`config.mk`:
```
export PLATFORM = sky130hd
export DESIGN_NAME = kyber_mulred_pipe
export DESIGN_NICKNAME = d
export VERILOG_FILES = /design/src/rtl/kyber_pkg.sv /design/src/rtl/kyber_barrett_red.sv /design/src/rtl/kyber_mulred_pipe.sv
export SDC_FILE = /design/constraint.sdc
export NUM_CORES = 1
export LEC_CHECK = 0
export BUFFER_PORTS_ARGS = -buffer_cell sky130_fd_sc_hd__buf_2
export CORE_UTILIZATION = 59
export DETAILED_ROUTE_END_ITERATION = 8
export GPL_TIMING_DRIVEN = 0
export PLACE_DENSITY = 0.8
export SLEW_MARGIN = 20
export SYNTH_ARGS = -nofsm -noshare
export SYNTH_HDL_FRONTEND = slang
export SYNTH_SLANG_ARGS = --single-unit
```
`constraint.sdc`:
```
create_clock -name clk_i -period 8.1 [get_ports clk_i]
set_clock_uncertainty 0.1 [all_clocks]
set_input_delay 0.81 -clock clk_i [delete_from_list [all_inputs] [get_ports clk_i]]
set_output_delay 0.81 -clock clk_i [all_outputs]
set_load 0.1 [all_outputs]
```
`src/rtl/kyber_pkg.sv`:
```
// Shared constants and types for the Kyber coefficient arithmetic path.
package kyber_pkg;

  localparam logic [11:0] KYBER_Q       = 12'd3329;
  localparam logic [12:0] BARRETT_M     = 13'd5039;
  localparam int unsigned BARRETT_SHIFT = 24;

  typedef logic [11:0] coeff_t;
  typedef logic [23:0] prod_t;
  typedef logic [13:0] red_t;

  // Brings a Barrett remainder in [0, 3q) down to [0, q).
  function automatic coeff_t cond_sub2(input red_t r);
    red_t x;
    x = r;
    if (x >= red_t'(KYBER_Q)) x = x - red_t'(KYBER_Q);
    if (x >= red_t'(KYBER_Q)) x = x - red_t'(KYBER_Q);
    return coeff_t'(x);
  endfunction

endpackage

```
`src/rtl/kyber_barrett_red.sv`:
```
// Combinational Barrett reduction of a 24-bit product to a 14-bit remainder in [0, 3q).
module kyber_barrett_red
  import kyber_pkg::*;
(
  input  prod_t p,
  output red_t  r
);

  logic [36:0] pm;
  logic [12:0] t;
  prod_t       tq;

  // The estimate t undershoots floor(p/q) by at most 2, so p - t*q < 3q fits in 14 bits.
  always_comb begin
    pm = 37'(p) * 37'(BARRETT_M);
    t  = 13'(pm >> BARRETT_SHIFT);
    tq = prod_t'(t) * prod_t'(KYBER_Q);
    r  = red_t'(p - tq);
  end

endmodule

```
`src/rtl/kyber_mulred_pipe.sv`:
```
// Three-stage elastic modular multiplier: multiply, Barrett reduce, final correction.
module kyber_mulred_pipe
  import kyber_pkg::*;
#(
  parameter int unsigned TAG_W = 4
) (
  input  logic             clk_i,
  input  logic             rst_i,
  input  logic             in_valid_i,
  output logic             in_ready_o,
  input  logic [11:0]      a_i,
  input  logic [11:0]      b_i,
  input  logic [TAG_W-1:0] tag_i,
  output logic             out_valid_o,
  input  logic             out_ready_i,
  output logic [11:0]      result_o,
  output logic [TAG_W-1:0] tag_o,
  output logic             busy_o
);

  logic             s1_valid, s2_valid, s3_valid;
  prod_t            s1_p;
  red_t             s2_r;
  coeff_t           s3_res;
  logic [TAG_W-1:0] s1_tag, s2_tag, s3_tag;
  logic             ld1, ld2, ld3;
  red_t             red;

  kyber_barrett_red u_red (
    .p (s1_p),
    .r (red)
  );

  // A stage advances when it is empty or its successor advances, so bubbles collapse.
  always_comb begin
    ld3 = out_ready_i | ~s3_valid;
    ld2 = ~s2_valid | ld3;
    ld1 = ~s1_valid | ld2;
  end

  always_comb begin
    in_ready_o  = ld1;
    out_valid_o = s3_valid;
    result_o    = s3_res;
    tag_o       = s3_tag;
    busy_o      = s1_valid | s2_valid | s3_valid;
  end

  always_ff @(posedge clk_i) begin
    if (rst_i) begin
      s1_valid <= 1'b0;
      s2_valid <= 1'b0;
      s3_valid <= 1'b0;
      s1_p     <= '0;
      s2_r     <= '0;
      s3_res   <= '0;
      s1_tag   <= '0;
      s2_tag   <= '0;
      s3_tag   <= '0;
    end else begin
      if (ld1) begin
        s1_valid <= in_valid_i;
        if (in_valid_i) begin
          s1_p   <= prod_t'(a_i) * prod_t'(b_i);
          s1_tag <= tag_i;
        end
      end
      if (ld2) begin
        s2_valid <= s1_valid;
        if (s1_valid) begin
          s2_r   <= red;
          s2_tag <= s1_tag;
        end
      end
      // Data only moves with a valid entry, keeping the output stable once consumed.
      if (ld3) begin
        s3_valid <= s2_valid;
        if (s2_valid) begin
          s3_res <= cond_sub2(s2_r);
          s3_tag <= s2_tag;
        end
      end
    end
  end

endmodule

```
==> key figures <==
Worst setup path
  – Crit path largest cell delay: 0.58 ns
  – Worst path slowest cell: fa_1
  – R2R Setup Slk: -0.54 ns
  – FF-to-FF path depth: 35
  – Crit path from: s1_p[9]$_SDFFE_PP0P_
  – Crit path top cell by count: fa_1
  – CP Capture Point: s2_r[12]$_SDFFE_PP0P_
  – Arrival @ worst endpoint: slightly below 9 ns
  – Crit end category: flip-flop
  – CP Class: reg2reg
  – Crit Path Max Fanout: 5
  – Critical R2R Capture: s2_r[12]$_SDFFE_PP0P_
  – WP data required: about 8.2 ns
  – Critical path startpoint category: flip-flop
  – RR Startpoint: s1_p[9]$_SDFFE_PP0P_

Final layout
  – Fin cells: roughly 2000
  – Most common library cell in the layout ignoring fill and taps: inv_1
  – Final #Nets: about 2200
  – Synth-to-Final Area Change: 11.8%
  – Commonest cells after routing, fill and taps aside: 303 x inv_1, 230 x fa_1, 217 x ha_1
  – Layout cells sized above 1: 0.124
  – Number of fill cells: about 1800
  – Antenna Cells: 0

Clocking
  – CTS tree: built
  – CTS Buf Count: 9
  – Clock buffer depth: 2
  – Later-pin clock latency in the skew report: approximately 0.33 ns
  – Clock Sinks: 65
  – Number of buffers inserted by hold repair at cts: 0
  – CTS root buf: clkbuf_16
  – Reg clk slew, reported paths: around 0.060 ns
  – H-Tree Depth: 3

Place
  – Dpl cells: between 1500 and 2000
  – DP HPWL: ~28000 um
  – GP Congestion: around 0.9
  – Port-buffer cells: just under 50

Logic synthesis
  – Async S/R FF share, synth: 0
  – Seq/Total Area, Yosys: 0.0913
  – Syn nets: 2081
  – Netlist cell types: 72
  – Mapped Area: 0.0143 mm^2
  – Syn_area_per_cell: ~9 um^2
  – Synthesized flop and latch total: 65
  – Ys Warns: 0
  – Most used DFF post-synth: dfxtp_1
  – Syn Inst Count: about 1600
  – EDFF count, synth: 0

Routing
  – Routed length per placed instance: 17.5 um
  – Vias: between 10000 and 15000
  – Highest metal used: met4
  – WL met2: approximately 18000 um
  – DRC viols: 0
  – Vias/cell: roughly 5.6
  – Wire length on met1: between 10000 and 15000 um
  – Initial DRC count: 730
  – Met3 WL: approximately 2100 um
  – Routed Antenna Nets: 0
  – WL final: roughly 35000 um
  – DRT Pass-1 Iters: 5

Global route
  – GRT Overall Usage: 0.293
  – First-pass GRT wire length: about 57000 um
  – Initial antenna violation count: 0
  – Largest net degree at the start of global routing: 13
  – Vias in the first global route: between 10000 and 15000
  – Gr ovfl total: 0

Run status
  – Violated checks: setup timing
  – Status: complete, but fails checks

Floorplan
  – Die area: ~0.025 mm^2
  – Die H: between 150 and 200 um
  – Initial core utilization: 0.604
  – I/O pin cnt: 51
  – Site row count: between 50 and 60
  – Die X-Extent: roughly 160 um
  – Core box area: ~0.024 mm^2

STA
  – Endpoints failing setup: 7
  – Fin crit share: 1.07
  – Tightest Pin Transition: slightly below 0.8 ns
  – Slew HR: 0.474
  – Minimum clock period: between 8 and 9 ns
  – Fmax: 0.116 GHz
  – Final WS setup: -0.536 ns
  – Final Max Tran Viols: 0
  – Hold Violations, Final: 0
  – Final setup TNS: -2.19 ns
  – RSZ-0062 raised after global routing: true

Hold path
  – Hold Path Class: reg2reg

Run
  – Max cap viols: 0
[registers in the layout (all words and copies together) (netlist names)]
register,cells
s1_valid,1
out_valid_o,1
s1_p,24
result_o,12
s2_tag,4
tag_o,4
s2_valid,1
s1_tag,4
s2_r,14
[area by class of cell]
type	count	area [um^2]	area share
buffer	53	221	0.0139
clock buffer	9	225	0.0141
clock inverter	6	115	0.00723
inverter	310	1170	0.0734
multi-input combinational	1160	11900	0.747
sequential	65	1370	0.0858
tap	319	399	0.0251
timing repair buffer	87	534	0.0335
[worst max-delay path, delay by kind of cell (launching register included)]
family	cells	cell delay, ns
AOI/OAI and AO/OA	10	1.60
xor gates and xnor gates	3	0.67
adders and majority gates	10	4.18
buffers and inverters	5	0.36
DFF	1	0.39
and+or+nand+nor	7	1.22
[per-layer routing]
metal  track usage  vias to the layer above
met5             0                        -
met4        0.0795                        0
met3        0.0325                       73
met2         0.538                      387
met1         0.363                     5576
li1              -                     5267
[cells by family after synthesis]
logic type,Yosys count,synth area share
adder cells (fa/ha/maj),461,0.528
multiplexers,5,0.00369
buffers and inverters,363,0.0972
AND/OR/NAND/NOR,437,0.147
AO/OA/AOI/OAI,195,0.0919
XOR/XNOR,62,0.0404
flip-flops,65,0.0913
[timing repair]
item | in CTS | in global routing
setup buffers | 24 | 21
pin swaps | 40 | 56
gates resized for setup | 69 | 36
endpoints found under the setup margin | 11 | 10
[worst min path at each step]
| stage | from | to | cells after the start |
|---|---|---|---|
| 3_5_place_dp | s1_tag[3]$_SDFFE_PP0P_ | s2_tag[3]$_SDFFE_PP0P_ | 2 |
| 5_1_grt | tag_o[1]$_SDFFE_PP0P_ | tag_o[1]$_SDFFE_PP0P_ | 2 |
| 6_report | tag_o[2]$_SDFFE_PP0P_ | tag_o[2]$_SDFFE_PP0P_ | 2 |
| 2_1_floorplan | s1_tag[0]$_SDFFE_PP0P_ | s2_tag[0]$_SDFFE_PP0P_ | 2 |
| 4_1_cts | tag_o[2]$_SDFFE_PP0P_ | tag_o[2]$_SDFFE_PP0P_ | 2 |
| 3_3_place_gp | s1_tag[3]$_SDFFE_PP0P_ | s2_tag[3]$_SDFFE_PP0P_ | 2 |
[Yosys cell counts, drive strengths merged (4+ instances only)]
master / number / area share
a211oi: 12 / 0.0072
a21o: 10 / 0.0053
a21oi: 70 / 0.025
a31oi: 12 / 0.0068
and2: 49 / 0.022
and3: 6 / 0.0026
buf: 8 / 0.0037
clkbuf: 45 / 0.012
dfxtp: 65 / 0.091
fa: 235 / 0.33
ha: 226 / 0.20
inv: 310 / 0.082
nand2: 204 / 0.054
nand2b: 4 / 0.0018
nand3: 21 / 0.0077
nand3b: 15 / 0.0079
nand4: 7 / 0.0031
nor2: 64 / 0.017
nor2b: 7 / 0.0031
nor3: 16 / 0.0056
nor3b: 5 / 0.0026
o211ai: 10 / 0.0053
o21a: 14 / 0.0074
o21ai: 23 / 0.0081
o21bai: 7 / 0.0037
o311ai: 6 / 0.0037
o31ai: 6 / 0.0041
or2: 5 / 0.0022
or3: 13 / 0.0057
or4: 11 / 0.0063
xnor2: 42 / 0.026
xor2: 19 / 0.013
[through the flow]
| stage | hold slack, ns | util | instance area [um^2] | setup WS [ns] |
|---|---|---|---|---|
| floorplan | 0.332 | - | 14300 | 0.0256 |
| global placement | 0.338 | 0.632 | 14900 | -0.977 |
| detailed placement | 0.346 | 0.632 | 14900 | -1.13 |
| CTS | 0.355 | 0.664 | 15700 | -0.408 |
| global route | 0.381 | 0.675 | 15900 | -0.865 |
| finish | 0.352 | 0.675 | 15900 | -0.536 |
Power is left out: the tool's default activity adds up to more than one toggle a clock period on the data nets, which glitch-free logic cannot reach.
